File: config.mk
export PLATFORM = sky130hd
export DESIGN_NAME = jtframe_db15_tx_flat
export DESIGN_NICKNAME = d
export VERILOG_FILES = /design/src/rtl/jtframe_db15_tx_if.sv /design/src/rtl/jtframe_db15_tx.sv /design/src/flat_wrapper.sv
export SDC_FILE = /design/constraint.sdc
export NUM_CORES = 1
export LEC_CHECK = 0
export CAP_MARGIN = 20
export CORE_MARGIN = 2
export CORE_UTILIZATION = 45
export CTS_CLUSTER_SIZE = 12
export DETAILED_ROUTE_END_ITERATION = 12
export PLACE_DENSITY = 0.74
export SLEW_MARGIN = 15
export SYNTH_ARGS = -nofsm -noshare
export SYNTH_HDL_FRONTEND = slang
export SYNTH_SLANG_ARGS = --single-unit
File: constraint.sdc
create_clock -name clk -period 1.5 [get_ports clk]
set_input_delay 0.45 -clock clk [delete_from_list [all_inputs] [get_ports clk]]
set_output_delay 0.45 -clock clk [all_outputs]
set_load 0.005 [all_outputs]
File: src/rtl/jtframe_db15_tx_if.sv
// Pin bundle between a DB15 serial joystick reader (master) and the adapter model (slave).
// Strobes: joy_load low loads/holds the frame, its rise starts shifting; each joy_clk rise
// consumes one bit; joy_data is sampled by the master before the next joy_clk rise.
interface jtframe_db15_tx_if #(
  parameter int PLAYER_BITS = 8
);
  logic [PLAYER_BITS-1:0] joy1;
  logic [PLAYER_BITS-1:0] joy2;
  logic                   joy_clk;
  logic                   joy_load;
  logic                   joy_data;
  logic                   busy;
  logic                   frame_done;
  logic                   stale;

  modport master (
    output joy1, joy2, joy_clk, joy_load,
    input  joy_data, busy, frame_done, stale
  );

  modport slave (
    input  joy1, joy2, joy_clk, joy_load,
    output joy_data, busy, frame_done, stale
  );
endinterface

File: src/rtl/jtframe_db15_tx.sv
// DB15 serial joystick adapter model: emulates cascaded 74HC165s driven by JOY_CLK/JOY_LOAD.
// Optional load watchdog enabled by defining JTFRAME_DB15_TX_WDOG_EN.
module jtframe_db15_tx #(
  parameter int PLAYER_BITS = 8,
  parameter int WDOG_CYCLES = 1000000
) (
  input  logic                  clk,
  input  logic                  rst,
  jtframe_db15_tx_if.slave      bus,
  output logic [1:0]            dbg_state_o
);
  localparam int FW = 2 * PLAYER_BITS;
  localparam int CW = $clog2(FW + 1);
  localparam logic [CW-1:0] CNT_LAST = CW'(FW - 1);

  typedef enum logic [1:0] {
    ST_LOAD  = 2'd0,
    ST_SHIFT = 2'd1,
    ST_DONE  = 2'd2
  } state_t;

  logic          clk_meta_q, clk_s_q, clk_d_q;
  logic          load_meta_q, load_s_q, load_d_q;
  state_t        state_q, state_d;
  logic [FW-1:0] sr_q, sr_d;
  logic [CW-1:0] cnt_q, cnt_d;
  logic          done_q, done_d;
  logic          clk_rise, load_rise;
  logic [FW-1:0] frame_w;

  // Load idles high so reset never fakes a parallel load.
  always_ff @(posedge clk) begin
    if (rst) begin
      clk_meta_q  <= 1'b0;
      clk_s_q     <= 1'b0;
      clk_d_q     <= 1'b0;
      load_meta_q <= 1'b1;
      load_s_q    <= 1'b1;
      load_d_q    <= 1'b1;
    end else begin
      clk_meta_q  <= bus.joy_clk;
      clk_s_q     <= clk_meta_q;
      clk_d_q     <= clk_s_q;
      load_meta_q <= bus.joy_load;
      load_s_q    <= load_meta_q;
      load_d_q    <= load_s_q;
    end
  end

  assign clk_rise  = clk_s_q & ~clk_d_q;
  assign load_rise = load_s_q & ~load_d_q;
  assign frame_w   = {~bus.joy1, ~bus.joy2};

  always_comb begin
    state_d = state_q;
    sr_d    = sr_q;
    cnt_d   = cnt_q;
    done_d  = 1'b0;
    if (!load_s_q) begin
      // Low load dominates: transparent reload, any pending shift is dropped.
      state_d = ST_LOAD;
      sr_d    = frame_w;
      cnt_d   = '0;
    end else begin
      case (state_q)
        ST_LOAD: begin
          if (load_rise) state_d = ST_SHIFT;
        end
        ST_SHIFT: begin
          if (clk_rise) begin
            sr_d  = {sr_q[FW-2:0], 1'b1};
            cnt_d = cnt_q + CW'(1);
            if (cnt_q == CNT_LAST) begin
              state_d = ST_DONE;
              done_d  = 1'b1;
            end
          end
        end
        ST_DONE: begin
          if (clk_rise) sr_d = {sr_q[FW-2:0], 1'b1};
        end
        default: state_d = ST_LOAD;
      endcase
    end
  end

  always_ff @(posedge clk) begin
    if (rst) begin
      state_q <= ST_LOAD;
      sr_q    <= '1;
      cnt_q   <= '0;
      done_q  <= 1'b0;
    end else begin
      state_q <= state_d;
      sr_q    <= sr_d;
      cnt_q   <= cnt_d;
      done_q  <= done_d;
    end
  end

  assign bus.joy_data   = sr_q[FW-1];
  assign bus.busy       = (state_q == ST_SHIFT);
  assign bus.frame_done = done_q;
  assign dbg_state_o    = state_q;

`ifdef JTFRAME_DB15_TX_WDOG_EN
  localparam int WW = $clog2(WDOG_CYCLES + 1);
  localparam logic [WW-1:0] WDOG_MAX = WW'(WDOG_CYCLES);

  logic          load_fall;
  logic [WW-1:0] wdog_q, wdog_d;

  assign load_fall = ~load_s_q & load_d_q;

  always_comb begin
    wdog_d = wdog_q;
    if (load_fall)               wdog_d = '0;
    else if (wdog_q != WDOG_MAX) wdog_d = wdog_q + WW'(1);
  end

  always_ff @(posedge clk) begin
    if (rst) wdog_q <= '0;
    else     wdog_q <= wdog_d;
  end

  assign bus.stale = (wdog_q == WDOG_MAX);
`else
  logic unused_wdog;
  assign unused_wdog = (WDOG_CYCLES == 0);
  assign bus.stale   = 1'b0;
`endif
endmodule

File: src/flat_wrapper.sv
// flat-port wrapper written by rule: the top's interface ports become plain ports
module jtframe_db15_tx_flat 
#(
  parameter int PLAYER_BITS = 8,
  parameter int WDOG_CYCLES = 1000000
)
  (clk, rst, dbg_state_o, bus_joy1, bus_joy2, bus_joy_clk, bus_joy_load, bus_joy_data, bus_busy, bus_frame_done, bus_stale);
  jtframe_db15_tx_if #(.PLAYER_BITS(PLAYER_BITS)) bus_i ();
  input  logic clk;
  input  logic rst;
  output logic [1:0] dbg_state_o;
  input wire logic [$bits(bus_i.joy1)-1:0] bus_joy1;
  input wire logic [$bits(bus_i.joy2)-1:0] bus_joy2;
  input wire logic [$bits(bus_i.joy_clk)-1:0] bus_joy_clk;
  input wire logic [$bits(bus_i.joy_load)-1:0] bus_joy_load;
  output wire logic [$bits(bus_i.joy_data)-1:0] bus_joy_data;
  output wire logic [$bits(bus_i.busy)-1:0] bus_busy;
  output wire logic [$bits(bus_i.frame_done)-1:0] bus_frame_done;
  output wire logic [$bits(bus_i.stale)-1:0] bus_stale;
  assign bus_i.joy1 = bus_joy1;
  assign bus_i.joy2 = bus_joy2;
  assign bus_i.joy_clk = bus_joy_clk;
  assign bus_i.joy_load = bus_joy_load;
  assign bus_joy_data = bus_i.joy_data;
  assign bus_busy = bus_i.busy;
  assign bus_frame_done = bus_i.frame_done;
  assign bus_stale = bus_i.stale;
  jtframe_db15_tx #(.PLAYER_BITS(PLAYER_BITS), .WDOG_CYCLES(WDOG_CYCLES)) u_core (.clk(clk), .rst(rst), .bus(bus_i), .dbg_state_o(dbg_state_o));
endmodule
; Word level (Yosys, flattened, before mapping)
; Cells that the tools add are included.
[totals]
register_bits = 30
latchBits = 0
ramBits = 0
rom_bits = 0
input_bits = 20
output_inout_bits = 6
elab_cells = 44
n_memories = 0
[op_classes]
addsub = 1
n_mul = 0
div_mod_pow = 0
n_lt_le_gt_ge = 0
n_eq_ne = 8
shifts = 0
muxes = 8
bitwise = 10
n_reduce_logical = 7
[op_table]
columns = op, count
row1 = $mux W16, 3
row2 = $not A8 Y8, 2
row3 = $mux W2, 3
row4 = $ne A2 B1 Y1 const B, 3
row5 = $not A1 Y1, 6
row6 = $pmux W2 S3, 1
row7 = $add A5 B1 Y5 const B, 1
row8 = $eq A5 B4 Y1 const B, 1
row9 = $ne A2 B2 Y1 const B, 2
row10 = $reduce_and A2 Y1, 2
row11 = $reduce_and A4 Y1, 1
row12 = $reduce_or A2 Y1, 2
row13 = $reduce_or A4 Y1, 1
row14 = $and A1 B1 Y1, 2
row15 = $eq A2 B1 Y1 const B, 1
row16 = $eq A2 B2 Y1 const B, 1
row17 = $logic_not A2 Y1, 1
row18 = $mux W1, 1

; Logic depth before layout (Yosys ltp)
; Gate-level depths: netlist (run 1).
[depth]
depth_word = 5
depth_mapped = 7
mapped_depth_nobuf = 6

; Least setup slack after synthesis (run 1)
; OpenSTA, ideal clock, no wires.
[synth_timing]
path_type = register -> register
from = register u_core.state_q[0] (netlist: u_core.dbg_state_o[0])
to = register u_core.sr_q[15]
setup_ps = 125
t_arrival_ps = 1343
t_required_ps = 1375
slack_ps = 31
path_stages_with_launch = 8
n_path_buf = 2
period_less_slack_ps = 1469
cell_sequence = dfxtp_1 inv_1 ha_1 nand3b_1 buf_4 buf_6 mux2i_1 a22oi_1
[synth_via]
elab_chain_len = 4
word_cells_on_any_way = 5
classes_between = eq/ne (3) / reduce/logical (2)
[synth_rtl]
columns = item, line
row1 = start: declaration, jtframe_db15_tx.sv:24  ; state_t state_q, state_d;
row2 = start signal: assignment, jtframe_db15_tx.sv:94  ; state_q <= state_d;
row3 = $eq A2 B1 Y1 / $eq A2 B2 Y1 (equally long branches), jtframe_db15_tx.sv:65  ; case (state_q)
row4 = $reduce_or A2 Y1 (no source line) (*), n/a
row5 = $ne A2 B2 Y1 (no source line) (*), n/a
row6 = $reduce_and A2 Y1 (no source line) (*), n/a
row7 = end signal: assignment, jtframe_db15_tx.sv:95  ; sr_q <= sr_d;
row8 = end: declaration, jtframe_db15_tx.sv:25  ; logic [FW-1:0] sr_q, sr_d;
; Every way passes the cells marked *; elsewhere a longest branch is shown, timed or not.
; A chain may end at the register's enable or synchronous reset.

; Worst setup path in the final report (run 1)
[layout_timing]
from = register u_core.state_q[1] (netlist: u_core.dbg_state_o[1])
to = output port bus_busy
[layout_via]
elab_chain_len = 1
[layout_rtl]
columns = item, line
row1 = $eq A2 B1 Y1, jtframe_db15_tx.sv:102  ; assign bus.busy = (state_q == ST_SHIFT);
row2 = end: declaration, flat_wrapper.sv:17  ; output wire logic [$bits(bus_i.busy)-1:0] bus_busy;
; Every way passes these cells.

==> results.yml, run 1 <==
run_status:
  outcome: "finished, violations left"
  violations: "negative setup slack"
logic_synthesis:
  synth_nets: 157
  synth_ff_type: "dfxtp_1"
  synth-edff-count: 0
  synth_top_area_cell: "dfxtp_1"
  ys_warn_count: 0
  netlist_top_cells_area: "dfxtp_1, mux2i_1, nor3b_1"
  synth_top_area_share_pct: 45.5
  yosysSeqAreaShare_pct: 45.5
  avgSynthCellArea_sq_um: 9.99
  netlist_instances: 132
  synth_cell_types: 29
  synth-async-reset-ratio_pct: 0
  synth_area_sq_um: 1320
  synth-seq-cells: 30
pwr:
  swShare_pct: 24.0
  ir_drop_mv: 0.699
  pwr-share-comb_pct: 13.6
  p_leak_nw: 0.808
  powerDensity_nw_per_um2: 828
  clkPwrFrac_pct: 32.2
  p_switching_mw: 0.372
  internal_power_mw: 1.18
  seqPwrFrac_pct: 54.2
clock_tree:
  cts_root_buf: "clkbuf_4"
  clock-sinks: 30
  cts_tree: "yes"
  numCtsBuffers: 5
  hold_buffers: 0
  path_clk_slew_ns: 0.08
  clk_latency_ns: 0.34
  clk_path_buf_depth: 2
  ctsHtreeMaxLevel: 2
placed_design:
  dp_hpwl_um: 1790
  place.port_buffers: 24
  placed_cell_area_sq_um: 1650
  gp_congestion: 0.797
hold_path:
  hold-path-cell-count: 1
  hold_path_class: "reg2reg"
drt:
  drt-pass1-iter-count: 4
  wl_um: 2830
  drtIter0Drc: 23
  num_vias: 1044
  avgViaCountPerCell: 5.12
  remaining_drc_errors: 0
  routedWlPerCell_um: 13.9
  ant_nets: 0
timing:
  clock_skew_ns: 0.0143
  setup_viol: 8
  rsz0062_at_grt: "true"
  maxSlewViolCount: 0
  layout_min_cycle_time_ns: 1.55
  setup_tns_ns: -0.103
  finalCritPeriodShare_pct: 103
  hold_viol: 0
  worst_slack_ns: -0.0465
  max_freq_mhz: 647
worst_setup_path:
  crit_fanout: 3
  crit_arrival_ns: 1.10
  cp-start-kind: "flip-flop"
  end_kind: "primary output"
  path_class: "reg2out"
  ff2ff_path_depth: 7
  worstPathRequired_ns: 1.05
global_route:
  antenna_found_initial: 0
  grt_pass1_wl_um: 4180
  groute.usage.overall_pct: 16.7
  grt_overflow: 0
  grt_max_degree: 17
  grt_pass1_vias: 1023
cells_and_area:
  layout-drive-gt1-share_pct: 27.7
  layout.nets: 197
  areaGrowthSynthToFinish_pct: 41.7
  design_area_sq_um: 1870
  multi_input_area_sq_um: 739
  seqCellArea_sq_um: 607
  fillCellCount: 232
  diodes: 0
floorplanning:
  dieArea_sq_um: 3380
  die_h_um: 58.1
  core_sq_um: 2780
  rows: 19
  start_util_pct: 47.4
  io_pins: 26
  dieWidth_um: 58.1
job:
  max-cap-violations: 0
## state kept, by name (all words and copies together) (netlist names)
name,flops
u_core.bus.frame_done,1
u_core.clk_d_q,1
u_core.clk_meta_q,1
u_core.clk_s_q,1
u_core.cnt_q,5
u_core.dbg_state_o,2
u_core.load_d_q,1
u_core.load_meta_q,1
u_core.load_s_q,1
u_core.sr_q,16
## Yosys cell counts (4+ instances only)
| cell | number |
|---|---|
| a21oi_1 | 16 |
| dfxtp_1 | 30 |
| ha_1 | 5 |
| inv_1 | 4 |
| mux2i_1 | 17 |
| nand2_1 | 4 |
| nor2_1 | 5 |
| nor2b_1 | 4 |
| nor3b_1 | 14 |
## layer usage
layer | vias up | track usage [%] | part of all wire (%)
met3 | 6 | 4.69 | 4.2
li1 | 540 | - | -
met1 | 475 | 19.6 | 43
met4 | 0 | 11.0 | 2.0
met2 | 23 | 26.6 | 50
met5 | - | 0 | 0
## worst paths after layout
check | startpoint | to | slack, ns
worst min-delay path | u_core.load_meta_q | u_core.load_s_q | 0.42
worst max-delay path | u_core.dbg_state_o[1] | bus_busy | -0.05
worst min register to register | u_core.load_meta_q | u_core.load_s_q | 0.42
worst max register to register | u_core.dbg_state_o[1] | u_core.sr_q[6] | -0.02
## cell families (layout without fill, tap and decap cells)
logic type | after synthesis | count (layout) | synth area share [%]
adder cells (fa/ha/maj) | 5 | 5 | 4.74
other | 1 | 1 | 0.284
AND/OR/NAND/NOR | 41 | 41 | 19.8
flip-flops | 30 | 30 | 45.5
XOR/XNOR | 2 | 2 | 1.33
AO/OA/AOI/OAI | 23 | 23 | 10.1
multiplexers | 17 | 17 | 12.9
buffers and inverters | 13 | 54 | 5.31
## power by group through the flow
stage	clock (mW)	combinational [mW]	sequential, mW
3_5_place_dp	0	0.181	0.856
6_report	0.498	0.210	0.840
5_1_grt	0.547	0.227	0.843
4_1_cts	0.508	0.189	0.838
3_3_place_gp	0	0.177	0.855
2_1_floorplan	0	0.0940	0.852
## per-stage QoR
step                      total power, mW  worst slack, ns  cells  util [%]  hold slack [ns]
after floorplan                     0.946           0.0313    132         -            0.389
after global placement               1.03          -0.0520    190      59.2            0.397
after detailed placement             1.04          -0.0991    190      59.2            0.401
after CTS                            1.53           -0.151    201      63.6            0.426
after global routing                 1.62           -0.108    204      67.2            0.428
final                                1.55          -0.0465    204      67.2            0.421
## cells in the final DEF (no fill, tap or decap), types with 4 or more instances in the layout
cell type and instances:
a21oi_1 15, clkbuf_4 5, dfxtp_1 25, clkdlybuf4s50_1 19
nor2b_1 4, mux2i_1 15, ha_4 4, dfxtp_2 5
nand2_1 4, nor2_1 5, buf_4 14, nor3b_1 14
## worst max-delay path, stage by stage, from the launching register on
cell,delay (ns)
dfxtp_2,0.36
buf_6,0.11
inv_4,0.04
ha_4,0.14
buf_2,0.12
## final cells by class
class,instances,area share [%]
Timing Repair Buffer,42,21.6
Clock buffer,7,2.95
Tap cell,31,2.07
Sequential cell,30,32.5
Clock inverter,1,0.268
Inverter,4,1.07
Multi-Input combinational cell,89,39.6
## repair_timing
action                                  4_1_cts  5_1_grt
pin swaps                                     3       19
cloned                                        0        1
gates resized for setup                      20       15
setup buffers                                 3        2
endpoints found under the setup margin        7       22
No activity file was read; power rests on OpenSTA's default activity.
==> run 2: changes to the inputs <==
--- a/config.mk
+++ b/config.mk
@@ -11,6 +11,7 @@
 export CTS_CLUSTER_SIZE = 12
 export DETAILED_ROUTE_END_ITERATION = 12
 export PLACE_DENSITY = 0.74
+export REMOVE_ABC_BUFFERS = 1
 export SLEW_MARGIN = 15
 export SYNTH_ARGS = -nofsm -noshare
 export SYNTH_HDL_FRONTEND = slang
==> constraint.sdc (replaced) <==
create_clock -name clk -period 1.25 [get_ports clk]
set_input_delay 0.375 -clock clk [delete_from_list [all_inputs] [get_ports clk]]
set_output_delay 0.375 -clock clk [all_outputs]
set_load 0.005 [all_outputs]
==> run 2 against run 1 <==
Flip-flop and latch count unchanged. The flow still finishes with violations (negative setup slack). Total power up 22%. Design area grew 2.9%. Critical endpoint is now u_core.dbg_state_o[0]. Critical path type is now reg2reg. Combinational power grew 31%. Die area stayed put. Largest cell class unchanged. Highest routed layer unchanged. Wire length is 3.2% higher.
==> results.yml, run 2 (synthesized netlist as in run 1, its figures left out) <==
run_status:
  outcome: "finished, violations left"
  violations: "negative setup slack"
cells_and_area:
  layout-drive-gt1-share_pct: 32.0
  areaGrowthSynthToFinish_pct: 45.8
  layout.nets: 205
  stdcell_count: 212
  largest_register: "u_core.sr_q"
  seqCellArea_sq_um: 609
  largest_reg_flops: 16
  diodes: 0
  fillCellCount: 223
  layout_common_cells: "dfxtp_1, clkdlybuf4s50_1, buf_4"
  layout_commonest_cell: "dfxtp_1"
  multi_input_area_sq_um: 723
clock_tree:
  cts_tree: "yes"
  clk_path_buf_depth: 2
  path_clk_slew_ns: 0.09
  cts_root_buf: "clkbuf_4"
  ctsHtreeMaxLevel: 2
  clock-sinks: 30
  clk_latency_ns: 0.33
  numCtsBuffers: 5
  hold_buffers: 0
worst_setup_path:
  crit_arrival_ns: 1.77
  end_kind: "flip-flop"
  cp-start-kind: "flip-flop"
  path_class: "reg2reg"
  crit_fanout: 3
  worstPathRequired_ns: 1.51
drt:
  drt-pass1-iter-count: 4
  remaining_drc_errors: 0
  avgViaCountPerCell: 5.21
  num_vias: 1105
  drtIter0Drc: 40
  routedWlPerCell_um: 13.8
  ant_nets: 0
  wl_um: 2920
floorplanning:
  core_sq_um: 2780
  start_util_pct: 47.4
  io_pins: 26
  die_h_um: 58.1
  rows: 19
  dieWidth_um: 58.1
  dieArea_sq_um: 3380
global_route:
  grt_pass1_vias: 1115
  antenna_found_initial: 0
  grt_overflow: 0
  groute.usage.overall_pct: 20.0
  grt_pass1_wl_um: 5000
  grt_max_degree: 15
placed_design:
  place_inst: 195
  dp_hpwl_um: 1960
  gp_congestion: 0.817
  place.port_buffers: 24
  place_ws_ns: -0.382
timing:
  clock_skew_ns: 0.00828
  setup_viol: 25
  finalCritPeriodShare_pct: 120
  max_freq_mhz: 664
  layout_min_cycle_time_ns: 1.51
  rsz0062_at_grt: "true"
  holdWs_ns: 0.448
  worst_slack_ns: -0.256
  hold_viol: 0
  maxSlewViolCount: 0
hold_path:
  hold_path_class: "reg2reg"
pwr:
  p_leak_nw: 0.826
  ir_drop_mv: 1.04
  p_total_mw: 1.88
  powerDensity_nw_per_um2: 980
job:
  max-cap-violations: 0
## run 2: cell types whose count changed in the layout (fill, tap and decap cells not counted), sizes merged
cell | before | now
buf | 18 | 28
clkdlybuf4s15 | 1 | 0
dlygate4sd2 | 3 | 0
clkbuf | 8 | 10
## run 2: power breakdown
part / switching [mW] / internal (mW) / total, mW
clock: 0.330 / 0.272 / 0.602
sequential: 0.0189 / 0.987 / 1.01
combinational: 0.107 / 0.169 / 0.276
## run 2: final cells by class
class / instances / area share, %
Multi-Input combinational cell: 89 / 37.6
Inverter: 4 / 1.04
Sequential cell: 30 / 31.7
Clock buffer: 7 / 2.86
Tap cell: 31 / 2.02
Clock inverter: 1 / 0.260
Timing Repair Buffer: 50 / 24.5
## run 2: per-layer routing
metal  part of all wire [%]  vias to the layer above  global-route usage, %
met3                    4.7                        5                   6.70
met5                      0                        -                      0
met2                     50                       25                   33.9
met4                    1.6                        0                   6.98
met1                     44                      514                   23.6
li1                       -                      561                      -
## run 2: critical path, cell delays in order, from the launching register on
cell      delay [ns]
dfxtp_2         0.36
ha_4            0.14
and3_4          0.20
ha_4            0.12
nand3b_1        0.13
a221oi_2        0.29
mux2i_1         0.20
## run 2: worst paths after layout
check	from	endpoint	cells after the start	slack, ns
setup / recovery	u_core.cnt_q[0]	u_core.dbg_state_o[0]	6	-0.26
hold / removal	u_core.clk_meta_q	u_core.clk_s_q	1	0.45
setup reg to reg	u_core.cnt_q[0]	u_core.dbg_state_o[0]	6	-0.26
hold reg to reg	u_core.clk_meta_q	u_core.clk_s_q	1	0.45
## run 2: stage by stage
stage	setup TNS (ns)	util, %	area (sq um)
5_1_grt	-5.37	69.1	1920
2_1_floorplan	-9.49	-	1260
3_3_place_gp	-5.03	60.5	1680
3_5_place_dp	-5.89	60.5	1680
6_report	-3.81	69.1	1920
4_1_cts	-3.93	68.5	1910
## run 2: repair_timing
| action | CTS | global route |
|---|---|---|
| pin swaps | 12 | 16 |
| endpoints found under the hold margin | 0 | 0 |
| resized for setup | 42 | 6 |
| gates cloned | 1 | 0 |
| setup endpoints to repair | 28 | 28 |
| buffers inserted | 5 | 3 |
